===== config.mk =====
export PLATFORM = sky130hd
export DESIGN_NAME = metaframe_descrambler
export DESIGN_NICKNAME = d
export VERILOG_FILES = /design/src/rtl/ilkn_pkg.sv /design/src/rtl/ilkn_lfsr_step.sv /design/src/rtl/metaframe_descrambler.sv
export SDC_FILE = /design/constraint.sdc
export NUM_CORES = 1
export LEC_CHECK = 0
export CORE_ASPECT_RATIO = 1.5
export CORE_UTILIZATION = 40
export DETAILED_ROUTE_END_ITERATION = 6
export GPL_ROUTABILITY_DRIVEN = 1
export PLACE_DENSITY = 0.64
export SYNTH_ARGS = -nofsm -noshare
export SYNTH_HDL_FRONTEND = slang
export SYNTH_SLANG_ARGS = --single-unit

===== constraint.sdc =====
create_clock -name USER_CLK -period 3.19 [get_ports USER_CLK]
set_input_delay 0.638 -clock USER_CLK [delete_from_list [all_inputs] [get_ports USER_CLK]]
set_output_delay 0.638 -clock USER_CLK [all_outputs]
set_load 0.03 [all_outputs]

===== src/rtl/ilkn_pkg.sv =====
// Shared Interlaken lane constants: descrambler FSM states, LFSR taps and block headers.
package ilkn_pkg;

    typedef enum logic [1:0] {
        ST_HUNT   = 2'd0,
        ST_VERIFY = 2'd1,
        ST_LOCKED = 2'd2
    } desc_state_t;

    localparam int LFSR_W = 58;
    localparam int TAP_A  = 38;
    localparam int TAP_B  = 57;

    localparam logic [1:0] HDR_CTRL = 2'b10;
    localparam logic [1:0] HDR_DATA = 2'b01;

endpackage


===== src/rtl/ilkn_lfsr_step.sv =====
// 64-bit parallel x^58+x^39+1 self-synchronous descramble step, LSB first.
// Purely combinational; no latency and no flow control.
module ilkn_lfsr_step
    import ilkn_pkg::*;
(
    input  logic [LFSR_W-1:0] state,
    input  logic [63:0]       data,
    output logic [LFSR_W-1:0] next_state,
    output logic [63:0]       data_out
);

    logic [LFSR_W-1:0] s;

    // The received (scrambled) bit is what shifts in, so TX and RX stay in step.
    always_comb begin
        s        = state;
        data_out = '0;
        for (int i = 0; i < 64; i++) begin
            data_out[i] = data[i] ^ s[TAP_A] ^ s[TAP_B];
            s           = {s[LFSR_W-2:0], data[i]};
        end
        next_state = s;
    end

endmodule


===== src/rtl/metaframe_descrambler.sv =====
// Per-lane metaframe delineation, LFSR seeding and payload descrambling.
// 1-cycle latency for every valid word; no backpressure, invalid cycles hold all state.
module metaframe_descrambler
    import ilkn_pkg::*;
#(
    parameter int          DATA_WIDTH       = 64,
    parameter logic [63:0] SYNC_WORD        = 64'h78f678f678f678f6,
    parameter int          META_FRAME_LEN   = 2048,
    parameter int          GOOD_SYNC_THRESH = 4,
    parameter int          BAD_SYNC_THRESH  = 4,
    parameter int          SCRAM_ERR_THRESH = 3
) (
    input  logic                  USER_CLK,
    input  logic                  SYSTEM_RESET_N,
    input  logic                  PASSTHROUGH,
    input  logic [DATA_WIDTH-1:0] DATA_IN,
    input  logic [1:0]            HEADER_IN,
    input  logic                  DATA_IN_VALID,
    output logic [DATA_WIDTH-1:0] DATA_OUT,
    output logic [1:0]            HEADER_OUT,
    output logic                  DATA_OUT_VALID,
    output logic                  META_WORD_OUT,
    output logic                  LOCKED,
    output logic                  SYNC_ERR,
    output logic                  SCRAM_ERR,
    output logic [15:0]           LOCK_LOSS_CNT
);

    localparam int              POS_W    = $clog2(META_FRAME_LEN);
    localparam logic [POS_W-1:0] POS_LAST = POS_W'(META_FRAME_LEN - 1);
    localparam logic [3:0]      GOOD_T   = 4'(GOOD_SYNC_THRESH);
    localparam logic [3:0]      BAD_T    = 4'(BAD_SYNC_THRESH);
    localparam logic [3:0]      SCRAM_T  = 4'(SCRAM_ERR_THRESH);

    desc_state_t       state;
    logic [POS_W-1:0]  pos;
    logic [POS_W-1:0]  pos_next;
    logic [3:0]        good;
    logic [3:0]        bad;
    logic [3:0]        mis;
    logic [LFSR_W-1:0] lfsr;
    logic [LFSR_W-1:0] lfsr_next;
    logic [63:0]       desc;
    logic              sync_ok;
    logic              seed_ok;

    assign sync_ok  = (HEADER_IN == HDR_CTRL) && (DATA_IN == SYNC_WORD);
    assign seed_ok  = (HEADER_IN == HDR_CTRL) && (DATA_IN[LFSR_W-1:0] == lfsr);
    assign pos_next = (pos == POS_LAST) ? '0 : pos + 1'b1;
    assign LOCKED   = (state == ST_LOCKED);

    ilkn_lfsr_step u_step (
        .state      (lfsr),
        .data       (DATA_IN),
        .next_state (lfsr_next),
        .data_out   (desc)
    );

    always_ff @(posedge USER_CLK or negedge SYSTEM_RESET_N) begin
        if (!SYSTEM_RESET_N) begin
            state          <= ST_HUNT;
            pos            <= '0;
            good           <= '0;
            bad            <= '0;
            mis            <= '0;
            lfsr           <= '1;
            DATA_OUT       <= '0;
            HEADER_OUT     <= '0;
            DATA_OUT_VALID <= 1'b0;
            META_WORD_OUT  <= 1'b0;
            SYNC_ERR       <= 1'b0;
            SCRAM_ERR      <= 1'b0;
            LOCK_LOSS_CNT  <= '0;
        end else begin
            DATA_OUT_VALID <= 1'b0;
            META_WORD_OUT  <= 1'b0;
            SYNC_ERR       <= 1'b0;
            SCRAM_ERR      <= 1'b0;
            if (PASSTHROUGH) begin
                // Bypass drops any lock silently; it is not a lock loss.
                state          <= ST_HUNT;
                pos            <= '0;
                good           <= '0;
                bad            <= '0;
                mis            <= '0;
                DATA_OUT_VALID <= DATA_IN_VALID;
                if (DATA_IN_VALID) begin
                    DATA_OUT   <= DATA_IN;
                    HEADER_OUT <= HEADER_IN;
                end
            end else if (DATA_IN_VALID) begin
                DATA_OUT   <= DATA_IN;
                HEADER_OUT <= HEADER_IN;
                pos        <= pos_next;
                case (state)
                    ST_HUNT: begin
                        pos <= '0;
                        if (sync_ok) begin
                            pos   <= POS_W'(1);
                            good  <= 4'd1;
                            state <= ST_VERIFY;
                        end
                    end
                    ST_VERIFY: begin
                        if (pos == '0) begin
                            if (sync_ok) begin
                                good <= good + 4'd1;
                            end else begin
                                state <= ST_HUNT;
                                pos   <= '0;
                                good  <= '0;
                            end
                        end else if (pos == POS_W'(1) && good == GOOD_T) begin
                            lfsr  <= DATA_IN[LFSR_W-1:0];
                            bad   <= '0;
                            mis   <= '0;
                            state <= ST_LOCKED;
                        end
                    end
                    ST_LOCKED: begin
                        DATA_OUT_VALID <= 1'b1;
                        if (pos == '0) begin
                            META_WORD_OUT <= 1'b1;
                            if (sync_ok) begin
                                bad <= '0;
                            end else begin
                                SYNC_ERR <= 1'b1;
                                if (bad + 4'd1 == BAD_T) begin
                                    state <= ST_HUNT;
                                    pos   <= '0;
                                    good  <= '0;
                                    bad   <= '0;
                                    mis   <= '0;
                                    if (LOCK_LOSS_CNT != 16'hFFFF)
                                        LOCK_LOSS_CNT <= LOCK_LOSS_CNT + 16'd1;
                                end else begin
                                    bad <= bad + 4'd1;
                                end
                            end
                        end else if (pos == POS_W'(1)) begin
                            META_WORD_OUT <= 1'b1;
                            if (seed_ok) begin
                                mis <= '0;
                            end else begin
                                // Trust the transmitted state so payload recovers immediately.
                                SCRAM_ERR <= 1'b1;
                                lfsr      <= DATA_IN[LFSR_W-1:0];
                                if (mis + 4'd1 == SCRAM_T) begin
                                    state <= ST_HUNT;
                                    pos   <= '0;
                                    good  <= '0;
                                    bad   <= '0;
                                    mis   <= '0;
                                    if (LOCK_LOSS_CNT != 16'hFFFF)
                                        LOCK_LOSS_CNT <= LOCK_LOSS_CNT + 16'd1;
                                end else begin
                                    mis <= mis + 4'd1;
                                end
                            end
                        end else begin
                            DATA_OUT <= desc;
                            lfsr     <= lfsr_next;
                        end
                    end
                    default: state <= ST_HUNT;
                endcase
            end
        end
    end

endmodule


==> reports/summary.json, run 1 <==
{
  "outcome": {
    "run_status": "finished clean"
  },
  "route": {
    "routed_wl_mm": 38.23,
    "antenna_violating_nets_post_route": 0,
    "dr_total_vias": 9315,
    "first_pass_iters": 5,
    "drt_drc": 0,
    "detail_route.wl_per_cell_um": 22.47,
    "met3_length_mm": 1.281,
    "initialDrtViolationCount": 542,
    "route.detailed.vias_per_inst": 5.476,
    "topRoutingLayerUsed": "met4",
    "detail_route.wirelength.met1_mm": 14.12,
    "met2WireLength_mm": 19.93
  },
  "yosys": {
    "ys_ff_latch": 169,
    "synth-edff-count": 0,
    "synth_sequential_area_ratio": 0.4007,
    "synthDominantAreaCellType": "dfrtp_1",
    "synth.area.top_cells": "dfrtp_1 26%, dfstp_2 14%, xor2_1 11%",
    "synth_common_cells": "140 x xor2_1, 111 x dfrtp_1, 107 x mux2_2, 100 x nor2_1, 98 x nand2_1",
    "ys.warnings.count": 0,
    "synth_cells": 1091,
    "dominantRegCellSynth": "dfrtp_1",
    "synth-async-reset-ratio": 1.000,
    "synthDistinctLibCells": 67,
    "postSynthAreaPerCell_um2": 9.840,
    "netlist.area_leader.share": 0.2587,
    "yosys.cell_count.top_type": "xor2_1",
    "syn_nets": 1175,
    "area_of_the_mapped_netlist_um2": 10740
  },
  "cts": {
    "cts_max_path_buffers": 2,
    "clock-sinks": 169,
    "clock_tree_from_tritoncts": "done",
    "ctsHoldBuffers": 0,
    "cts_made_buffers": 17,
    "root_buffer": "clkbuf_16",
    "postCtsResizedCells": 0,
    "cts_max_level": 4,
    "cts_setup_buffers": 0,
    "worst_setup_hold_path_clk_slew_ps": 70,
    "insertion_delay_ps": 450
  },
  "floorplan": {
    "die_y_um": 202.6,
    "floorplan.io_pins": 157,
    "fp-row-count": 73,
    "floorplan.die_area_um2": 27510,
    "fp.dieW_um": 135.8,
    "initial_core_util": 0.4067,
    "coreArea_um2": 26400
  },
  "sta": {
    "final.period_utilization": 0.9740,
    "fin_crit_ps": 3107,
    "slew_headroom": 0.4151,
    "worst_clock_skew_ps": 10.83,
    "fin_tns_setup_ps": 0,
    "max_freq_ghz": 0.3218,
    "maxSlewViolCount": 0,
    "tightest_slew_ps": 868.2,
    "setup_viol": 0,
    "finalHoldViolations": 0
  },
  "setup_path": {
    "crit_path_max_fanout": 12,
    "setup.worst_path.end_class": "register",
    "crit_type": "in -> reg",
    "nature_of_the_critical_path_startpoint": "input port",
    "crit_buf_inv": 1,
    "worst-endpoint-arrival_ps": 3490,
    "critical_path.top_delay_family": "simple AND/OR/NAND/NOR gates",
    "crit_required_ps": 3580,
    "ordered_cell_list_for_the_critical_path": "clkdlybuf4s50_1 > nor4bb_1 > nand4_1 > or4_4 > nor2_8 > o31ai_2 > o21ba_2 > nor4_1 > a221o_1",
    "cp_slowest_cell": "or4_4",
    "timing.reg2reg.setup_slack_ps": 310,
    "slowest_delay_ps": 630
  },
  "cells_and_area": {
    "filler_cell_count": 2437,
    "n_antenna_cell": 0,
    "drive_above_1_share": 0.2757,
    "finalInstanceArea_um2": 14240,
    "final_nets": 1435,
    "areaGrowthSynthToFinish_pct": 32.67
  },
  "global_routing": {
    "grt_start_max_net_pins": 74,
    "grt_overflow": 0,
    "grt_pass1_wl_mm": 57.79,
    "first_global_vias": 9643,
    "grt_antenna_before_repair": 0,
    "grt.total_usage": 0.2877
  },
  "flow_run": {
    "maxCapViolCount": 0
  },
  "power": {
    "power.ir.vdd_worst_mv": 0.4258,
    "leakage_uw": 0.005751,
    "power_per_cell_area_nw_per_um2": 603.8
  },
  "placement": {
    "place.gp.congestion": 1.007,
    "buffer_ports.inserted": 156,
    "dpl.hpwl_mm": 30.06,
    "detailed_place.area_um2": 13640
  },
  "min_path": {
    "worst_hold_path_type": "in -> async"
  }
}
==> logic make-up after synthesis <==
| logic type | after synthesis | share of synthesized area |
|---|---|---|
| AOI/OAI and AO/OA | 123 | 0.07378 |
| xor gates and xnor gates | 191 | 0.1558 |
| adders and majority gates | 14 | 0.01632 |
| buffers and inverters | 83 | 0.03555 |
| DFF | 169 | 0.4007 |
| muxes | 124 | 0.1297 |
| and+or+nand+nor | 387 | 0.1881 |
==> report_power, final <==
part	leakage, uW	internal, uW	total [uW]	switching, uW
clock network	0.000265	1020	1970	954
registers	0.00195	2910	3690	782
logic	0.00354	1440	2940	1500
==> worst reg2reg max path, stage by stage (launching register included) <==
cell	delay [ps]
dfrtp_1	420
nor3_1	470
nand4_1	300
or2_1	360
nor3_2	240
a311oi_1	150
a21o_1	250
or4_1	520
o211ai_1	100
==> final timing paths <==
path                                                from                            end  cells past startpoint
min in group USER_CLK      LOCK_LOSS_CNT[15]$_DFFE_PN0P_  LOCK_LOSS_CNT[15]$_DFFE_PN0P_                      1
setup reg to reg                      pos[4]$_DFFE_PN0N_             mis[3]$_DFFE_PN0P_                      8
setup / recovery                             DATA_IN[60]             pos[3]$_DFFE_PN0N_                      9
hold / removal                            SYSTEM_RESET_N             pos[6]$_DFFE_PN0N_                      1
hold reg to reg            LOCK_LOSS_CNT[15]$_DFFE_PN0P_  LOCK_LOSS_CNT[15]$_DFFE_PN0P_                      1
max in group asynchronous                 SYSTEM_RESET_N            lfsr[8]$_DFFE_PN1P_                      2
==> cell usage in the layout (no fill, tap or decap), types with 5 or more instances in the layout <==
| cell | instances |
|---|---|
| ha_1 | 14 |
| inv_6 | 5 |
| o31ai_1 | 6 |
| nor4_1 | 15 |
| nor2_1 | 98 |
| dfrtp_1 | 111 |
| clkdlybuf4s50_1 | 153 |
| xnor2_1 | 49 |
| buf_12 | 6 |
| nand2b_1 | 32 |
| mux2_1 | 14 |
| mux2_2 | 107 |
| nor3_1 | 19 |
| dfstp_2 | 58 |
| nand2_1 | 98 |
| buf_4 | 145 |
| a21oi_1 | 69 |
| clkinv_4 | 5 |
| xor2_1 | 140 |
| nand4_1 | 40 |
| nor4bb_1 | 6 |
| a21o_1 | 7 |
| clkbuf_16 | 17 |
| nand4b_1 | 7 |
| nand3_1 | 23 |
| or2_2 | 5 |
| inv_1 | 18 |
| o21ai_0 | 8 |
==> area by class of cell <==
class	instances	area, um^2	area share
multi-input cells	839	6143	0.4313
flip-flops and latches	169	4302	0.3020
clock inverters	13	111.4	0.007819
inverters	18	67.56	0.004744
clock buffers	19	432.9	0.03040
well taps	337	421.7	0.02961
repair buffers	306	2764	0.1941
==> sequential cells by signal (all words and copies together) (netlist names), 2 cells and up <==
register       flops
DATA_OUT          64
lfsr              58
LOCK_LOSS_CNT     16
pos               11
bad                4
good               4
mis                4
HEADER_OUT         2
state              2
==> per-layer routing <==
| layer | up-vias | GRT usage |
|---|---|---|
| met5 | - | 0 |
| met4 | 0 | 0.2079 |
| met3 | 127 | 0.04070 |
| met2 | 332 | 0.5087 |
| met1 | 4538 | 0.3085 |
| li1 | 4318 | - |
==> metrics by stage <==
step / total power (uW) / setup slack (ps) / hold slack, ps / util / instances
global route: 8960 / -0.6728 / 202.1 / 0.5396 / 1701
global placement: 6557 / -441.2 / 479.9 / 0.5166 / 1669
finish: 8600 / 82.79 / 146.8 / 0.5396 / 1701
floorplan: 5101 / 323.3 / 342.4 / - / 1091
detailed placement: 6580 / -429.4 / 489.5 / 0.5166 / 1669
CTS: 8597 / 44.59 / 173.3 / 0.5372 / 1701
(Power assumes the default switching activity.)
==> run 2, diff against run 1 <==
--- a/config.mk
+++ b/config.mk
@@ -7,6 +7,7 @@
 export LEC_CHECK = 0
 export CORE_ASPECT_RATIO = 1.5
 export CORE_UTILIZATION = 40
+export CTS_BUF_LIST = sky130_fd_sc_hd__clkbuf_2 sky130_fd_sc_hd__clkbuf_4 sky130_fd_sc_hd__clkbuf_8
 export DETAILED_ROUTE_END_ITERATION = 6
 export GPL_ROUTABILITY_DRIVEN = 1
 export PLACE_DENSITY = 0.64
==> run 2 against run 1 <==
Effect of this change: via count increased by 0.32%; highest routed layer unchanged; first-iteration DRC count decreased by 3.5%; largest power group unchanged; clock skew up 1.9 ps; global-route usage is 0.055 points lower.
==> reports/summary.json, run 2 (synthesis results as in run 1) <==
{
  "power": {
    "power.sequential.fraction": 0.456,
    "clock_power_share": 0.181,
    "power_per_cell_area_nw_per_um2": 575.2,
    "report.power.total_uw": 8070,
    "power.ir.vdd_worst_mv": 0.3466,
    "switching_power_uw": 3156,
    "internal_power_uw": 4914,
    "leakage_uw": 0.005655,
    "pwr-share-comb": 0.363,
    "switching_share": 0.3911
  },
  "route": {
    "dr_total_vias": 9345,
    "first_pass_iters": 5,
    "route.detailed.vias_per_inst": 5.494,
    "routed_wl_mm": 38.14,
    "antenna_violating_nets_post_route": 0,
    "drt_drc": 0,
    "initialDrtViolationCount": 523,
    "detail_route.wl_per_cell_um": 22.42
  },
  "cells_and_area": {
    "areaGrowthSynthToFinish_pct": 30.69,
    "fin_util": 0.5315,
    "largest_registers": "DATA_OUT x64, lfsr x58, LOCK_LOSS_CNT x16",
    "mostFrequentLayoutCell": "clkdlybuf4s50_1",
    "finalInstanceArea_um2": 14030,
    "layout.cells.most_common_list": "154 x clkdlybuf4s50_1, 145 x buf_4, 140 x xor2_1",
    "final_nets": 1435,
    "n_antenna_cell": 0,
    "largest_reg_flops": 64,
    "final-instance-count-excl-fill": 1701,
    "drive_above_1_share": 0.2742,
    "top_register": "DATA_OUT"
  },
  "setup_path": {
    "ff2ff_path_depth": 10,
    "crit_type": "in -> reg",
    "worst-endpoint-arrival_ps": 3510,
    "setup.worst_path.end_class": "register",
    "crit-reg2reg-launch": "lfsr[28]$_DFFE_PN1P_",
    "crit_required_ps": 3630,
    "worstSetupStartpoint": "DATA_IN[16]",
    "nature_of_the_critical_path_startpoint": "input port",
    "crit_path_max_fanout": 12
  },
  "cts": {
    "cts_setup_buffers": 0,
    "postCtsResizedCells": 0,
    "root_buffer": "clkbuf_8",
    "insertion_delay_ps": 490,
    "clock-sinks": 169,
    "cts_max_path_buffers": 2,
    "ctsHoldBuffers": 0,
    "cts_max_level": 4,
    "worst_setup_hold_path_clk_slew_ps": 100,
    "clock_tree_from_tritoncts": "done",
    "cts_made_buffers": 17
  },
  "placement": {
    "detailed_place.area_um2": 13640,
    "dpl_worst_slack_ps": -429.4,
    "buffer_ports.inserted": 156,
    "numPlacedInstances": 1669,
    "dpl.hpwl_mm": 30.06,
    "place.gp.congestion": 1.007
  },
  "sta": {
    "rsz0062_at_grt": "false",
    "finalHoldViolations": 0,
    "final.period_utilization": 0.9623,
    "max_freq_ghz": 0.3258,
    "maxSlewViolCount": 0,
    "fin_crit_ps": 3070,
    "tightest_slew_ps": 833.4,
    "slew_headroom": 0.4386,
    "setup_viol": 0,
    "setup_ws_ps": 120.3,
    "worst_clock_skew_ps": 12.68
  },
  "floorplan": {
    "die_y_um": 202.6,
    "floorplan.die_area_um2": 27510,
    "coreArea_um2": 26400,
    "initial_core_util": 0.4067,
    "fp-row-count": 73,
    "floorplan.io_pins": 157,
    "fp.dieW_um": 135.8
  },
  "global_routing": {
    "grt_pass1_wl_mm": 57.60,
    "grt.total_usage": 0.2872,
    "first_global_vias": 9612,
    "grt_overflow": 0,
    "grt_antenna_before_repair": 0,
    "grt_start_max_net_pins": 74
  },
  "min_path": {
    "worst_hold_path_type": "in -> async"
  },
  "outcome": {
    "run_status": "finished clean"
  },
  "flow_run": {
    "maxCapViolCount": 0
  }
}
==> run 2: final timing paths <==
check	end	slack, ps
worst max-delay path	pos[2]$_DFFE_PN0N_	120
worst min-delay path	pos[6]$_DFFE_PN0N_	90
worst max register to register	lfsr[19]$_DFFE_PN1P_	290
worst min register to register	LOCK_LOSS_CNT[15]$_DFFE_PN0P_	500
max in group asynchronous	lfsr[40]$_DFFE_PN1P_	2310
min in group USER_CLK	DATA_OUT[62]$_DFFE_PN0P_	460
==> run 2: routing by layer <==
layer,global-route usage,vias up,share of wire
li1,-,4324,-
met1,0.3062,4556,0.37
met2,0.5044,332,0.52
met3,0.04195,133,0.038
met4,0.2171,0,0.079
met5,0,-,0
==> run 2: power by group through the flow <==
| stage | registers [uW] | clock network, uW | logic, uW |
|---|---|---|---|
| 2_1_floorplan | 3560 | 0 | 1540 |
| 3_3_place_gp | 3690 | 0 | 2870 |
| 3_5_place_dp | 3710 | 0 | 2870 |
| 4_1_cts | 3670 | 1510 | 2890 |
| 5_1_grt | 3730 | 1580 | 3130 |
| 6_report | 3680 | 1460 | 2930 |
==> run 2: critical path, cell delays in order <==
cell	delay, ps
clkdlybuf4s50_1	630
buf_4	190
nand2b_1	140
nand4_1	100
nor4_1	470
and4_1	330
a311oi_2	170
o21ba_2	340
o32ai_1	320
a21o_1	160
==> run 2: per-stage QoR <==
step	setup TNS (ps)	hold WS, ps
after global routing	0	139.2
after detailed placement	-32320	489.5
after CTS	0	111.7
after floorplan	0	342.4
after global placement	-31760	479.9
final	0	94.28
==> run 2: layout make-up <==
class	count	area [um^2]
clock buffer	19	249.0
clock inverter	13	111.4
fill	2462	12370
inverter	18	67.56
multi-input combinational	839	6117
sequential	169	4302
tap	337	421.7
timing repair buffer	306	2761
==> edit 1, RTL diff (flow settings as in run 2) <==
Set the parameter `META_FRAME_LEN` to 4096 (it was 2048).
--- a/src/rtl/metaframe_descrambler.sv
+++ b/src/rtl/metaframe_descrambler.sv
@@ -6,5 +6,5 @@
     parameter int          DATA_WIDTH       = 64,
     parameter logic [63:0] SYNC_WORD        = 64'h78f678f678f678f6,
-    parameter int          META_FRAME_LEN   = 2048,
+    parameter int          META_FRAME_LEN   = 4096,
     parameter int          GOOD_SYNC_THRESH = 4,
     parameter int          BAD_SYNC_THRESH  = 4,
Check against the original RTL: not settled (the Yosys comparison gave no result); the edit may change what the design does.
==> edit 1 against run 2 <==
Clock power up 9.6%. Power fell by 7.3%. Setup slack got worse by 26 ps. Via count fell by 3.9%. Synthesized area decreased by 5.7%. Global-route usage decreased by 1.3 points. Fmax down 0.85%. Count of clock-buffer cells in the layout decreased by 2. Wire length decreased by 8.8%. Design area is 4.0% lower. Sequential cell count increased by 1. Critical path type unchanged. Largest cell class unchanged. Highest routed layer unchanged.
==> edit 1: results (changes against run 2) <==
Avg Cell Area, Syn=9.02 um^2 (-8.3%); Data buffer area share=20.7% (+1.1 points); routed wl met3=1130 um (-21%); Yosys reg bits=170 (+0.59%); HPWL after DPL=27,300 um (-9.0%); n_diodes=0 (unchanged); biggest regs=DATA_OUT: 64 flops, lfsr: 58 flops, LOCK_LOSS_CNT: 16 flops; GP Congestion=0.961 (-4.6%); synth top area cells=dfrtp_1, dfstp_2, xor2_1, nand2_1, xnor2_1; Max Fanout on Critical Path=62 (+50); Worst Tran Pin Value=1080 ps (+249 ps); fillers=2,271 (-7.8%); Post-Place Cell Area=13,100 um^2 (-4.3%); M1 GR Usage=30.8% (+0.19 points); Int Pwr=0.00463 W (-5.7%); number of clock-tree buffers in the layout=17 (-2); vias in the first global route=9,104 (-5.3%); Pleak=5.53 nW (-2.3%); Arr. time, crit path=3520 ps (about the same); inverters=34 (+16); R2R Path End=lfsr[50]; Register Area=4330 um^2 (+0.58%); ClkCell Share=2.94% (+0.38 points); status=finished, final reports clean; Post-synth top cells=nand2_1, xor2_1, dfrtp_1; total length of routed met2 wires=17,900 um (-9.3%); max frequency=323 MHz (-0.85%); sequential share of the synthesized area=42.7% (+2.7 points); multi-input gate count=850 (+1.3%); pin count of the biggest net entering global routing=68 (-8.1%); via count=8,982 (-3.9%); first-pass GRT wire length=52,800 um (-8.3%); Worst Setup SP=DATA_IN[56]; Signal buffers=307 (+0.33%); R2R cell count=9 (-1); Final Hold Slack=163 ps (+68.9 ps); met3 Track Usage GR=3.50% (-0.70 points); layout cells sized above 1=19.1% (-8.3 points); Die Span X=132 um (-2.9%); fraction of area in multi-input gates=40.2% (-3.4 points); pre-CTS setup slack=-480 ps (-50.4 ps); Mapped Nets=1,206 (+2.6%); grt met2 use=49.2% (-1.2 points); Cell variety after synth=65 (-3.0%); GRT Util Overall=27.4% (-1.3 points); Via density=5.23 (-4.8%); Layout area overhead=33.1%; Clock Skew=16.1 ps (+3.37 ps)
==> edit 1: cells by family after synthesis <==
group           Yosys count  share of synthesized area (%)
flops                   170                           42.7
mux                      57                           5.70
xor+xnor                186                           16.1
compound gates          208                           11.9
fa+ha+maj                14                           1.73
buf+inv                 102                           4.17
simple gates            385                           17.6
==> edit 1: power by group through the flow <==
| stage | registers (W) | clock network [W] | logic (W) |
|---|---|---|---|
| after global placement | 0.00360 | 0 | 0.00225 |
| after CTS | 0.00358 | 0.00164 | 0.00229 |
| final | 0.00358 | 0.00160 | 0.00230 |
| after floorplan | 0.00348 | 0 | 0.00122 |
| after detailed placement | 0.00361 | 0 | 0.00228 |
| after global routing | 0.00364 | 0.00171 | 0.00250 |
==> edit 1: worst max-delay path, stage by stage <==
cell and delay, ps:
clkdlybuf4s50_1 510, xnor2_1 320, o221ai_1 250, nor4_1 430
buf_4 190, and4_1 230, a21oi_1 110, o2111ai_4 300
buf_12 290, a211oi_1 80, a21oi_1 160
==> edit 2, RTL diff (settings of run 2) <==
Without the edit above. Put one more register stage on the output `LOCK_LOSS_CNT`, cleared by the reset. The value now appears one clock later. The other outputs are not delayed to match.
--- a/src/rtl/metaframe_descrambler.sv
+++ b/src/rtl/metaframe_descrambler.sv
@@ -32,4 +32,6 @@
     localparam logic [3:0]      BAD_T    = 4'(BAD_SYNC_THRESH);
     localparam logic [3:0]      SCRAM_T  = 4'(SCRAM_ERR_THRESH);
+
+    logic [15:0] LOCK_LOSS_CNT_s0;
 
     desc_state_t       state;
@@ -71,5 +73,5 @@
             SYNC_ERR       <= 1'b0;
             SCRAM_ERR      <= 1'b0;
-            LOCK_LOSS_CNT  <= '0;
+            LOCK_LOSS_CNT_s0 <= '0;
         end else begin
             DATA_OUT_VALID <= 1'b0;
@@ -132,6 +134,6 @@
                                     bad   <= '0;
                                     mis   <= '0;
-                                    if (LOCK_LOSS_CNT != 16'hFFFF)
-                                        LOCK_LOSS_CNT <= LOCK_LOSS_CNT + 16'd1;
+                                    if (LOCK_LOSS_CNT_s0 != 16'hFFFF)
+                                        LOCK_LOSS_CNT_s0 <= LOCK_LOSS_CNT_s0 + 16'd1;
                                 end else begin
                                     bad <= bad + 4'd1;
@@ -152,6 +154,6 @@
                                     bad   <= '0;
                                     mis   <= '0;
-                                    if (LOCK_LOSS_CNT != 16'hFFFF)
-                                        LOCK_LOSS_CNT <= LOCK_LOSS_CNT + 16'd1;
+                                    if (LOCK_LOSS_CNT_s0 != 16'hFFFF)
+                                        LOCK_LOSS_CNT_s0 <= LOCK_LOSS_CNT_s0 + 16'd1;
                                 end else begin
                                     mis <= mis + 4'd1;
@@ -169,4 +171,12 @@
     end
 
+    always_ff @(posedge USER_CLK or negedge SYSTEM_RESET_N) begin
+        if (!SYSTEM_RESET_N) begin
+            LOCK_LOSS_CNT <= '0;
+        end else begin
+            LOCK_LOSS_CNT <= LOCK_LOSS_CNT_s0;
+        end
+    end
+
 endmodule
 
Check against the original RTL: not settled (the Yosys comparison gave no result); the edit may change what the design does.
==> edit 2 against run 2 <==
Die area is essentially flat. Sequential power is 5% higher. Setup slack got worse by 16 ps. Sequential cell count increased by 16. Clock power is 6% higher. Design area rose by 0.59%. Synthesized area hardly changed. Global-route usage down 1.6 points. Combinational power is 3% lower. Wire length decreased by 6.3%. Power up 2.2%. Largest power group unchanged. Highest routed layer unchanged.
==> edit 2: results (changes against run 2) <==
Post-synth top cells=xor2_1, nor2_1, a21oi_1; Worst Setup EP=good[2]; layout cells sized above 1=18.8% (-8.6 points); Final Net Count=1,487 (+3.6%); maximum VDD drop=294 uV (-15%); total wire length=35,700 um (-6.3%); HPWL after DPL=28,000 um (-7.0%); mux contribution to synthesized area=6.23% (-6.7 points); synth top area cells=dfrtp_1, xor2_1, dfstp_2, a21oi_1, mux2i_1; Int Pwr=0.00498 W (+1.4%); Largest stage delay, worst path=600 ps (-30 ps); initial antenna violation count=1 (+1); Clock Skew=21.2 ps (+8.49 ps); DR iter-0 viols=636 (+22%); Avg Cell Area, Syn=9.40 um^2 (-4.5%); worst r2r src=bad[0]; DR WL/cell=20.4 um (-9.1%); R2R cell count=8 (-2); placed cells=1,721 (+3.1%); R2R Path End=LOCK_LOSS_CNT_s0[14]; first-pass GRT wire length=55,000 um (-4.6%); Pleak=5.68 nW (+0.50%); Worst Setup SP=DATA_IN[10]; status=finished, final reports clean; DR pass1 iterations=7 (+2); pre-CTS setup slack=-497 ps (-67.3 ps)
==> edit 2: changes by cell type after synthesis, moves of 16 or more <==
cell / change
mux2_2: -103
a21oi_1: +60
mux2i_1: +57
xor2_1: +52
nor2_1: +51
xnor2_1: -42
nand2b_1: -24
nand4_1: -20
clkbuf_1: +18
nor4_1: +17
dfrtp_1: +16
==> edit 2: how the worst min path moves through the flow <==
stage                             endpoint  slack (ps)  cells after the start
after floorplan                DATA_OUT[0]         340                      0
after global placement    LOCK_LOSS_CNT[5]         410                      0
after detailed placement  LOCK_LOSS_CNT[5]         410                      0
after CTS                     DATA_OUT[10]         150                      1
after global routing          DATA_OUT[10]         170                      1
final                         DATA_OUT[10]         140                      1
==> edit 2: worst max-delay path, delay by kind of cell <==
family	cells	cell delay (ps)
AOI/OAI and AO/OA	3	530
buffers and inverters	1	530
and+or+nand+nor	5	1770
==> edit 2: final cells by class <==
| type | instances | area, um^2 |
|---|---|---|
| fillers | 2439 | 12300 |
| repair buffers | 313 | 2840 |
| clock buffers | 19 | 262 |
| inverters | 18 | 67.6 |
| well taps | 337 | 422 |
| flip-flops and latches | 185 | 4700 |
| multi-input cells | 868 | 5710 |
| diodes | 1 | 2.50 |
| clock inverters | 12 | 113 |
==> edit 2: routing by layer <==
metal | routed length (um) | up-vias | GRT usage [%]
met5 | 0 | - | 0
met4 | 2110 | 0 | 16.3
met3 | 1400 | 102 | 3.80
met2 | 18200 | 323 | 46.9
met1 | 14100 | 4594 | 31.5
li1 | - | 4435 | -
==> edit 2: power groups by stage <==
stage	registers [W]	clock network [W]	logic, W
floorplan	0.00375	0	0.00152
global placement	0.00387	0	0.00280
detailed placement	0.00388	0	0.00282
CTS	0.00384	0.00160	0.00284
global route	0.00390	0.00169	0.00310
finish	0.00385	0.00155	0.00285
